--- src/rtl/axis_gate_counter_pkg.sv ---
// Shared types and constants for the gated AXI4-Stream edge counter.
package axis_gate_counter_pkg;

  localparam int unsigned StateWidth    = 2;
  localparam int unsigned SyncStagesMin = 2;
  localparam int unsigned SyncStagesMax = 4;

  typedef enum logic [StateWidth-1:0] {
    StIdle,
    StGate,
    StHold
  } state_e;

endpackage

--- src/rtl/axis_gate_counter_edge_sync.sv ---
// Multi-flop synchroniser for an asynchronous input followed by a one-cycle rising-edge pulse.
module axis_gate_counter_edge_sync
  import axis_gate_counter_pkg::*;
#(
  parameter int unsigned SYNC_STAGES = 2
) (
  input  logic aclk,
  input  logic aresetn,
  input  logic sig_in,
  output logic edge_pulse
);

  // Out-of-range depths are clamped to the legal range.
  localparam int unsigned Stages = (SYNC_STAGES < SyncStagesMin) ? SyncStagesMin :
                                   (SYNC_STAGES > SyncStagesMax) ? SyncStagesMax : SYNC_STAGES;

  logic [Stages-1:0] sync_q;
  logic              hist_q;

  always_ff @(posedge aclk or negedge aresetn) begin
    if (!aresetn) begin
      sync_q <= '0;
      hist_q <= 1'b0;
    end else begin
      sync_q <= {sync_q[Stages-2:0], sig_in};
      hist_q <= sync_q[Stages-1];
    end
  end

  assign edge_pulse = sync_q[Stages-1] & ~hist_q;

endmodule

--- src/rtl/axis_gate_counter.sv ---
// Gated edge counter: takes a gate length on s_axis, counts sig_in rising edges for that many
// cycles, returns the count on m_axis. Define AXIS_GATE_CNT_SAT_EN for saturation + m_axis_tuser.
module axis_gate_counter
  import axis_gate_counter_pkg::*;
#(
  parameter int unsigned GATE_WIDTH  = 32,
  parameter int unsigned CNT_WIDTH   = 32,
  parameter int unsigned SYNC_STAGES = 2
) (
  input  logic                  aclk,
  input  logic                  aresetn,
  input  logic                  sig_in,
  input  logic [GATE_WIDTH-1:0] s_axis_tdata,
  input  logic                  s_axis_tvalid,
  output logic                  s_axis_tready,
  output logic [CNT_WIDTH-1:0]  m_axis_tdata,
  output logic                  m_axis_tvalid,
  input  logic                  m_axis_tready
`ifdef AXIS_GATE_CNT_SAT_EN
  ,
  output logic                  m_axis_tuser
`endif
);

  state_e                state_q, state_d;
  logic                  armed_q;
  logic [GATE_WIDTH-1:0] gate_rem_q, gate_rem_d;
  logic [CNT_WIDTH-1:0]  cnt_q, cnt_d, cnt_inc;
  logic [CNT_WIDTH-1:0]  result_q, result_d;
  logic                  edge_pulse;

  axis_gate_counter_edge_sync #(
    .SYNC_STAGES(SYNC_STAGES)
  ) u_edge_sync (
    .aclk      (aclk),
    .aresetn   (aresetn),
    .sig_in    (sig_in),
    .edge_pulse(edge_pulse)
  );

`ifdef AXIS_GATE_CNT_SAT_EN
  logic ovf_q, ovf_d, ovf_set;

  always_comb begin
    cnt_inc = cnt_q + CNT_WIDTH'(edge_pulse);
    ovf_set = 1'b0;
    if (edge_pulse && (cnt_q == '1)) begin
      cnt_inc = cnt_q;
      ovf_set = 1'b1;
    end
  end

  assign m_axis_tuser = ovf_q;
`else
  always_comb begin
    cnt_inc = cnt_q + CNT_WIDTH'(edge_pulse);
  end
`endif

  always_comb begin
    state_d    = state_q;
    gate_rem_d = gate_rem_q;
    cnt_d      = cnt_q;
    result_d   = result_q;
`ifdef AXIS_GATE_CNT_SAT_EN
    ovf_d      = ovf_q;
`endif
    // armed_q keeps tready low until the first clock after reset release.
    s_axis_tready = armed_q && (state_q == StIdle);
    m_axis_tvalid = (state_q == StHold);

    unique case (state_q)
      StIdle: begin
        if (s_axis_tvalid && armed_q) begin
          gate_rem_d = (s_axis_tdata == '0) ? GATE_WIDTH'(1) : s_axis_tdata;
          cnt_d      = '0;
`ifdef AXIS_GATE_CNT_SAT_EN
          ovf_d      = 1'b0;
`endif
          state_d    = StGate;
        end
      end
      StGate: begin
        cnt_d      = cnt_inc;
        gate_rem_d = gate_rem_q - GATE_WIDTH'(1);
`ifdef AXIS_GATE_CNT_SAT_EN
        ovf_d      = ovf_q | ovf_set;
`endif
        if (gate_rem_q == GATE_WIDTH'(1)) begin
          result_d = cnt_inc;
          state_d  = StHold;
        end
      end
      StHold: begin
        if (m_axis_tready) begin
          state_d = StIdle;
        end
      end
      default: state_d = StIdle;
    endcase
  end

  always_ff @(posedge aclk or negedge aresetn) begin
    if (!aresetn) begin
      state_q    <= StIdle;
      armed_q    <= 1'b0;
      gate_rem_q <= '0;
      cnt_q      <= '0;
      result_q   <= '0;
`ifdef AXIS_GATE_CNT_SAT_EN
      ovf_q      <= 1'b0;
`endif
    end else begin
      state_q    <= state_d;
      armed_q    <= 1'b1;
      gate_rem_q <= gate_rem_d;
      cnt_q      <= cnt_d;
      result_q   <= result_d;
`ifdef AXIS_GATE_CNT_SAT_EN
      ovf_q      <= ovf_d;
`endif
    end
  end

  assign m_axis_tdata = result_q;

endmodule

--- config.mk ---
export PLATFORM = sky130hd
export DESIGN_NAME = axis_gate_counter
export DESIGN_NICKNAME = d
export VERILOG_FILES = /design/src/rtl/axis_gate_counter_pkg.sv /design/src/rtl/axis_gate_counter_edge_sync.sv /design/src/rtl/axis_gate_counter.sv
export SDC_FILE = /design/constraint.sdc
export NUM_CORES = 1
export LEC_CHECK = 0
export ABC_CLOCK_PERIOD_IN_PS = 2800
export CORE_ASPECT_RATIO = 1.5
export CORE_MARGIN = 4
export CORE_UTILIZATION = 35
export DETAILED_ROUTE_END_ITERATION = 10
export HOLD_SLACK_MARGIN = 0.05
export PLACE_DENSITY_LB_ADDON = 0.25
export SYNTH_ARGS = -nofsm -noshare
export SYNTH_HDL_FRONTEND = slang
export SYNTH_SLANG_ARGS = --single-unit
--- constraint.sdc ---
create_clock -name aclk -period 2.8 [get_ports aclk]
set_input_delay 0.28 -clock aclk [delete_from_list [all_inputs] [get_ports aclk]]
set_output_delay 0.28 -clock aclk [all_outputs]
set_load 0.01 [all_outputs]
# Yosys cells after proc, flatten, opt, wreduce, memory -nomap -nowiden
# Index checks and enable logic that the tools add are counted.
[word_totals] reg_bits=102 input_bits=37 out_inout_bits=34 wordCells=34
[classes] n_addsub=2 n_eq_ne=6 muxes=9 bitwise=2 n_reduce_logical=8
[ops] op="case mux 32 bit (2 select lines)" count=2
[ops] op="two-way mux 32 bit" count=3
[ops] op="adder 32 x 1 -> 32 bit" count=1
[ops] op="equality test 32 x 1 -> 1 bit, second input constant" count=1
[ops] op="logical NOT 32 bit" count=1
[ops] op="subtractor 32 x 1 -> 32 bit, second input constant" count=1
[ops] op="two-way mux 2 bit" count=3
[ops] op="case mux 2 bit (3 select lines)" count=1
[ops] op="!= test 2 x 1 -> 1 bit, second input constant" count=2
[ops] op="AND reduction 2 bit" count=2
[ops] op="AND reduction 3 bit" count=1
[ops] op="equality test 2 x 1 -> 1 bit, second input constant" count=1
[ops] op="equality test 2 bit, second input constant" count=1
[ops] op="logical AND 1 bit" count=2
[ops] op="logical NOT 2 bit" count=1
[ops] op="!= test 2 bit, second input constant" count=1
[ops] op="nonzero test 2 bit" count=1
[ops] op="bitwise AND 1 bit" count=1
[ops] op="inverter 1 bit" count=1

# Logic depth before layout (Yosys ltp)
[logic_depth] depth_word=4 depth_mapped=8 ltp_nobuf=8

# Cells and area by module
# From an unflattened synthesis, not the netlist that was laid out.
[unflattened] cells_unflattened=599 hier_area_um2=5407.7
[modules_own_cells] mod="axis_gate_counter" instances=1 cells_each=595 area_each_um2=5318.9 seq_area_each_um2=2477.4
[modules_own_cells] mod="axis_gate_counter_edge_sync" instances=1 cells_each=4 area_each_um2=88.8 seq_area_each_um2=75.1

# Least setup slack after synthesis
# OpenSTA, ideal clock, no wires.
[synth_path] path_kind="reg-to-reg" start="reg gate_rem_q[22]" end="reg result_q[10], in the netlist m_axis_tdata[10]" setup_time_ps=125 arrival_ps=2308 required_time_ps=2675 slack_ps=368 path_stages_with_launch=6 n_path_buf=1 period_less_slack_ps=2432 cell_sequence="dfrtp_1 or4_4 or4b_4 nor3b_4 buf_6 mux2_2"
[synth_via] elab_chain_len=2
[synth_rtl] item="start: declaration" line="axis_gate_counter.sv:27" rtl="logic [GATE_WIDTH-1:0] gate_rem_q, gate_rem_d;"
[synth_rtl] item="start signal: assignment" line="axis_gate_counter.sv:116" rtl="gate_rem_q <= gate_rem_d;"
[synth_rtl] item="equality test 32 x 1 -> 1 bit" line="axis_gate_counter.sv:89" rtl="if (gate_rem_q == GATE_WIDTH'(1)) begin"
[synth_rtl] item="AND reduction 2 bit (no source line)"
[synth_rtl] item="end signal: assignment" line="axis_gate_counter.sv:118" rtl="result_q <= result_d;"
[synth_rtl] item="end: declaration" line="axis_gate_counter.sv:29" rtl="logic [CNT_WIDTH-1:0] result_q, result_d;"
# No other way between the ends.
# A chain may end at the register's enable or synchronous reset.

# Worst setup path in the final report
[layout_path] start="reg state_q[1]" end="reg result_q[9], in the netlist m_axis_tdata[9]"
[layout_via] elab_chain_len=2
[layout_rtl] item="start: declaration" line="axis_gate_counter.sv:25" rtl="state_e state_q, state_d;"
[layout_rtl] item="start signal: assignment" line="axis_gate_counter.sv:105" rtl="state_q <= StIdle;"
[layout_rtl] item="start signal: assignment" line="axis_gate_counter.sv:114" rtl="state_q <= state_d;"
[layout_rtl] item="equality test 2 x 1 -> 1 bit" line="axis_gate_counter.sv:72" rtl="unique case (state_q)"
[layout_rtl] item="AND reduction 2 bit (no source line)"
# No other way between the ends.

==> run summary <==
synth warn -> 0
share of layout cells above drive strength 1 -> 12.0%
First DRT Iteration DRCs -> 256
drt via density -> 5.72
R2R Setup Slk -> 210 ps
DIE HEIGHT -> 162 um
Crit Path Max Fanout -> 32
Slew HR -> 33.0%
Synth Instances -> 587
Worst Tran Pin Value -> 1000 ps
Arr. time, crit path -> 2820 ps
sequential share of the synthesized area -> 45.9%
crit path launch type -> flip-flop
maximum clock path buffer count -> 2
hpwl dp -> 11000 um
Post-CTS Setup Repair Bufs -> 0
CTS buffer count -> 9
async set-reset flop share out of synthesis -> 100%
Sw Pwr -> 0.786 mW
P per Cell Area -> 499 nW/um^2
vias in the first global route -> 5058
final hold vios -> 0
final worst slack -> 208 ps
GRT overflow -> 0
Setup crit end kind -> flip-flop
total chip power -> 3.47 mW
Post-synth EDFFs -> 0
placed insts -> 845
total of max-cap violations -> 0
Post-Route WL -> 15600 um
DRT Pass-1 Iters -> 5
antenna fix cells -> 0
Top Ports -> 71
Post-Synthesis Cell Area -> 5570 sq um
Post-Syn Nets -> 628
Sum Neg Setup Slack -> 0 ps
Synth Flop Type -> dfrtp_1
Worst Hold Class -> primary input to asynchronous set/reset pin
Detail Route Antenna Nets -> 0
clk sinks -> 102
Layout Skew -> 8.20 ps
commonest non-fill, non-tap cell in the layout -> dfrtp_1
synthesized area per cell -> 9.48 sq um
Worst-path clk slew -> 70 ps
commonest cells after routing, fill and taps aside -> 102 x dfrtp_1, 69 x clkdlybuf4s50_1, 59 x nand2_1
drt drc -> 0
FF-to-FF Start -> state_q[1]
vias post-DR -> 4923
Slew Viols, Final -> 0
final setup vio count -> 0
outcome -> finished, final reports clean
initial antenna violation count -> 0
area growth from synthesis to layout -> 24.7%
clk_lat worst skew -> 340 ps
root buffer cell -> clkbuf_16
Gate power share -> 7.9%
Final Critical Period -> 2590 ps
die width -> 111 um
first-pass GRT wire length -> 26100 um
WL/cell -> 18.1 um
Lkg Pwr -> 2.75 nW
Switching Fraction -> 22.7%
Hold-fix buffers, CTS -> 0
non-filler instance count after layout -> 861
register bit count reported by yosys -> 102
core area -> 15600 sq um
P_int -> 2.68 mW
Worst IR Drop VDD -> 0.000347 V
critical path class -> flip-flop to flip-flop
largest net degree at the start of global routing -> 78
starting density of the core -> 35.6%
maximum clock frequency -> 0.386 GHz
Port Buffers -> 70
final-stage net count -> 694
Post-CTS Resized -> 0
Clock power frac -> 45.2%
Place WS -> 242 ps
Seq pwr share -> 46.9%
Unique masters post-synth -> 54
row cnt -> 56
final worst-path cycle share -> 92.6%
CTS tree -> built
FILL cells -> 1503
GPL Wtd Cong -> 0.876
WP data required -> 3030 ps
Register-to-Register Path Depth -> 6
die area -> 18000 sq um
H-Tree Depth -> 3
GR Util All Layers -> 17.6%
Worst R2R End -> m_axis_tdata[9]
RSZ-0062 raised after global routing -> no
-- metal layers --
metal  vias to the layer above  wire (um)  track usage (%)
met4                         0        318             6.16
li1                       2320          -                -
met2                       139       8220             32.1
met5                         -          0                0
met3                        22        783             3.53
met1                      2442       6240             20.5
-- power groups by stage --
stage / Clock (mW) / Sequential, mW / Combinational (mW)
6_report: 1.57 / 1.63 / 0.273
5_1_grt: 1.67 / 1.64 / 0.318
4_1_cts: 1.61 / 1.63 / 0.281
3_5_place_dp: 0 / 1.65 / 0.279
3_3_place_gp: 0 / 1.65 / 0.272
2_1_floorplan: 0 / 1.61 / 0.175
-- logic make-up after synthesis --
group / after synthesis / synth area share [%]
xor gates and xnor gates: 30 / 4.72
adders and majority gates: 4 / 0.899
other: 1 / 0.0674
buffers and inverters: 53 / 4.02
and+or+nand+nor: 224 / 21.4
DFF: 102 / 45.9
AOI/OAI and AO/OA: 138 / 16.0
muxes: 35 / 6.99
-- registers in the layout (all words and copies together), names as in the netlist --
name,flops
armed_q,1
cnt_q,32
state_q,2
u_edge_sync.sync_q,2
u_edge_sync.hist_q,1
m_axis_tdata,32
gate_rem_q,32
-- layout make-up --
cell class,count,area (sq um),share of cell area (%)
inverter,17,63.8,0.919
multi-input combinational,432,2800,40.3
clock buffer,11,253,3.64
tap,203,254,3.66
timing repair buffer,91,893,12.9
sequential,102,2550,36.8
clock inverter,5,129,1.86
-- critical path: stages, from the launching register on --
cell	delay (ps)
dfrtp_1	420
or4b_1	560
or3_1	350
nor4_1	250
nor3b_4	270
buf_12	240
mux2_2	360
-- per-stage QoR --
stage / hold slack (ps) / cell area (sq um) / util, %
after floorplan: -15.6 / 5570 / -
after global placement: 340 / 6560 / 42.0
after global routing: 190 / 6940 / 44.4
after detailed placement: 342 / 6560 / 42.0
final: 93.2 / 6940 / 44.4
after CTS: 136 / 6940 / 44.4
-- how the worst max path moves through the flow --
| stage | from | to | slack (ps) | depth (start not counted) |
|---|---|---|---|---|
| after detailed placement | state_q[1] | m_axis_tdata[9] | 240 | 6 |
| after global routing | state_q[1] | m_axis_tdata[8] | 70 | 6 |
| final | state_q[1] | m_axis_tdata[9] | 210 | 6 |
| after floorplan | gate_rem_q[22] | m_axis_tdata[10] | 370 | 5 |
| after CTS | state_q[1] | m_axis_tdata[11] | 210 | 6 |
| after global placement | state_q[1] | m_axis_tdata[14] | 260 | 6 |
-- Yosys cell counts, types with 3 or more instances --
| master | number | share of area [%] |
|---|---|---|
| dfrtp_1 | 102 | 46 |
| nand2_1 | 59 | 4.0 |
| o21ai_0 | 44 | 4.0 |
| nor2_1 | 34 | 2.3 |
| clkbuf_1 | 30 | 2.0 |
| mux2_2 | 30 | 6.1 |
| nand3_1 | 30 | 2.7 |
| nor4_1 | 25 | 2.8 |
| xnor2_1 | 23 | 3.6 |
| a21oi_1 | 21 | 1.9 |
| nand4_1 | 18 | 2.0 |
| inv_1 | 17 | 1.1 |
| nor3_1 | 12 | 1.1 |
| o211ai_1 | 11 | 1.5 |
| o31ai_1 | 11 | 1.5 |
| a31oi_1 | 10 | 1.1 |
| or3_1 | 9 | 1.0 |
| or4_1 | 9 | 1.2 |
| o311ai_0 | 7 | 1.1 |
| xor2_1 | 7 | 1.1 |
| a221o_1 | 6 | 1.1 |
| o22ai_1 | 6 | 0.67 |
| nand2b_1 | 5 | 0.56 |
| a21o_1 | 4 | 0.54 |
| ha_1 | 4 | 0.90 |
| mux2i_1 | 4 | 0.72 |
| buf_6 | 3 | 0.61 |
| nor2b_1 | 3 | 0.34 |
| o21a_1 | 3 | 0.40 |
| or2_2 | 3 | 0.34 |
| or4_4 | 3 | 0.61 |
Note: power is estimated with default switching activity, not from simulation.
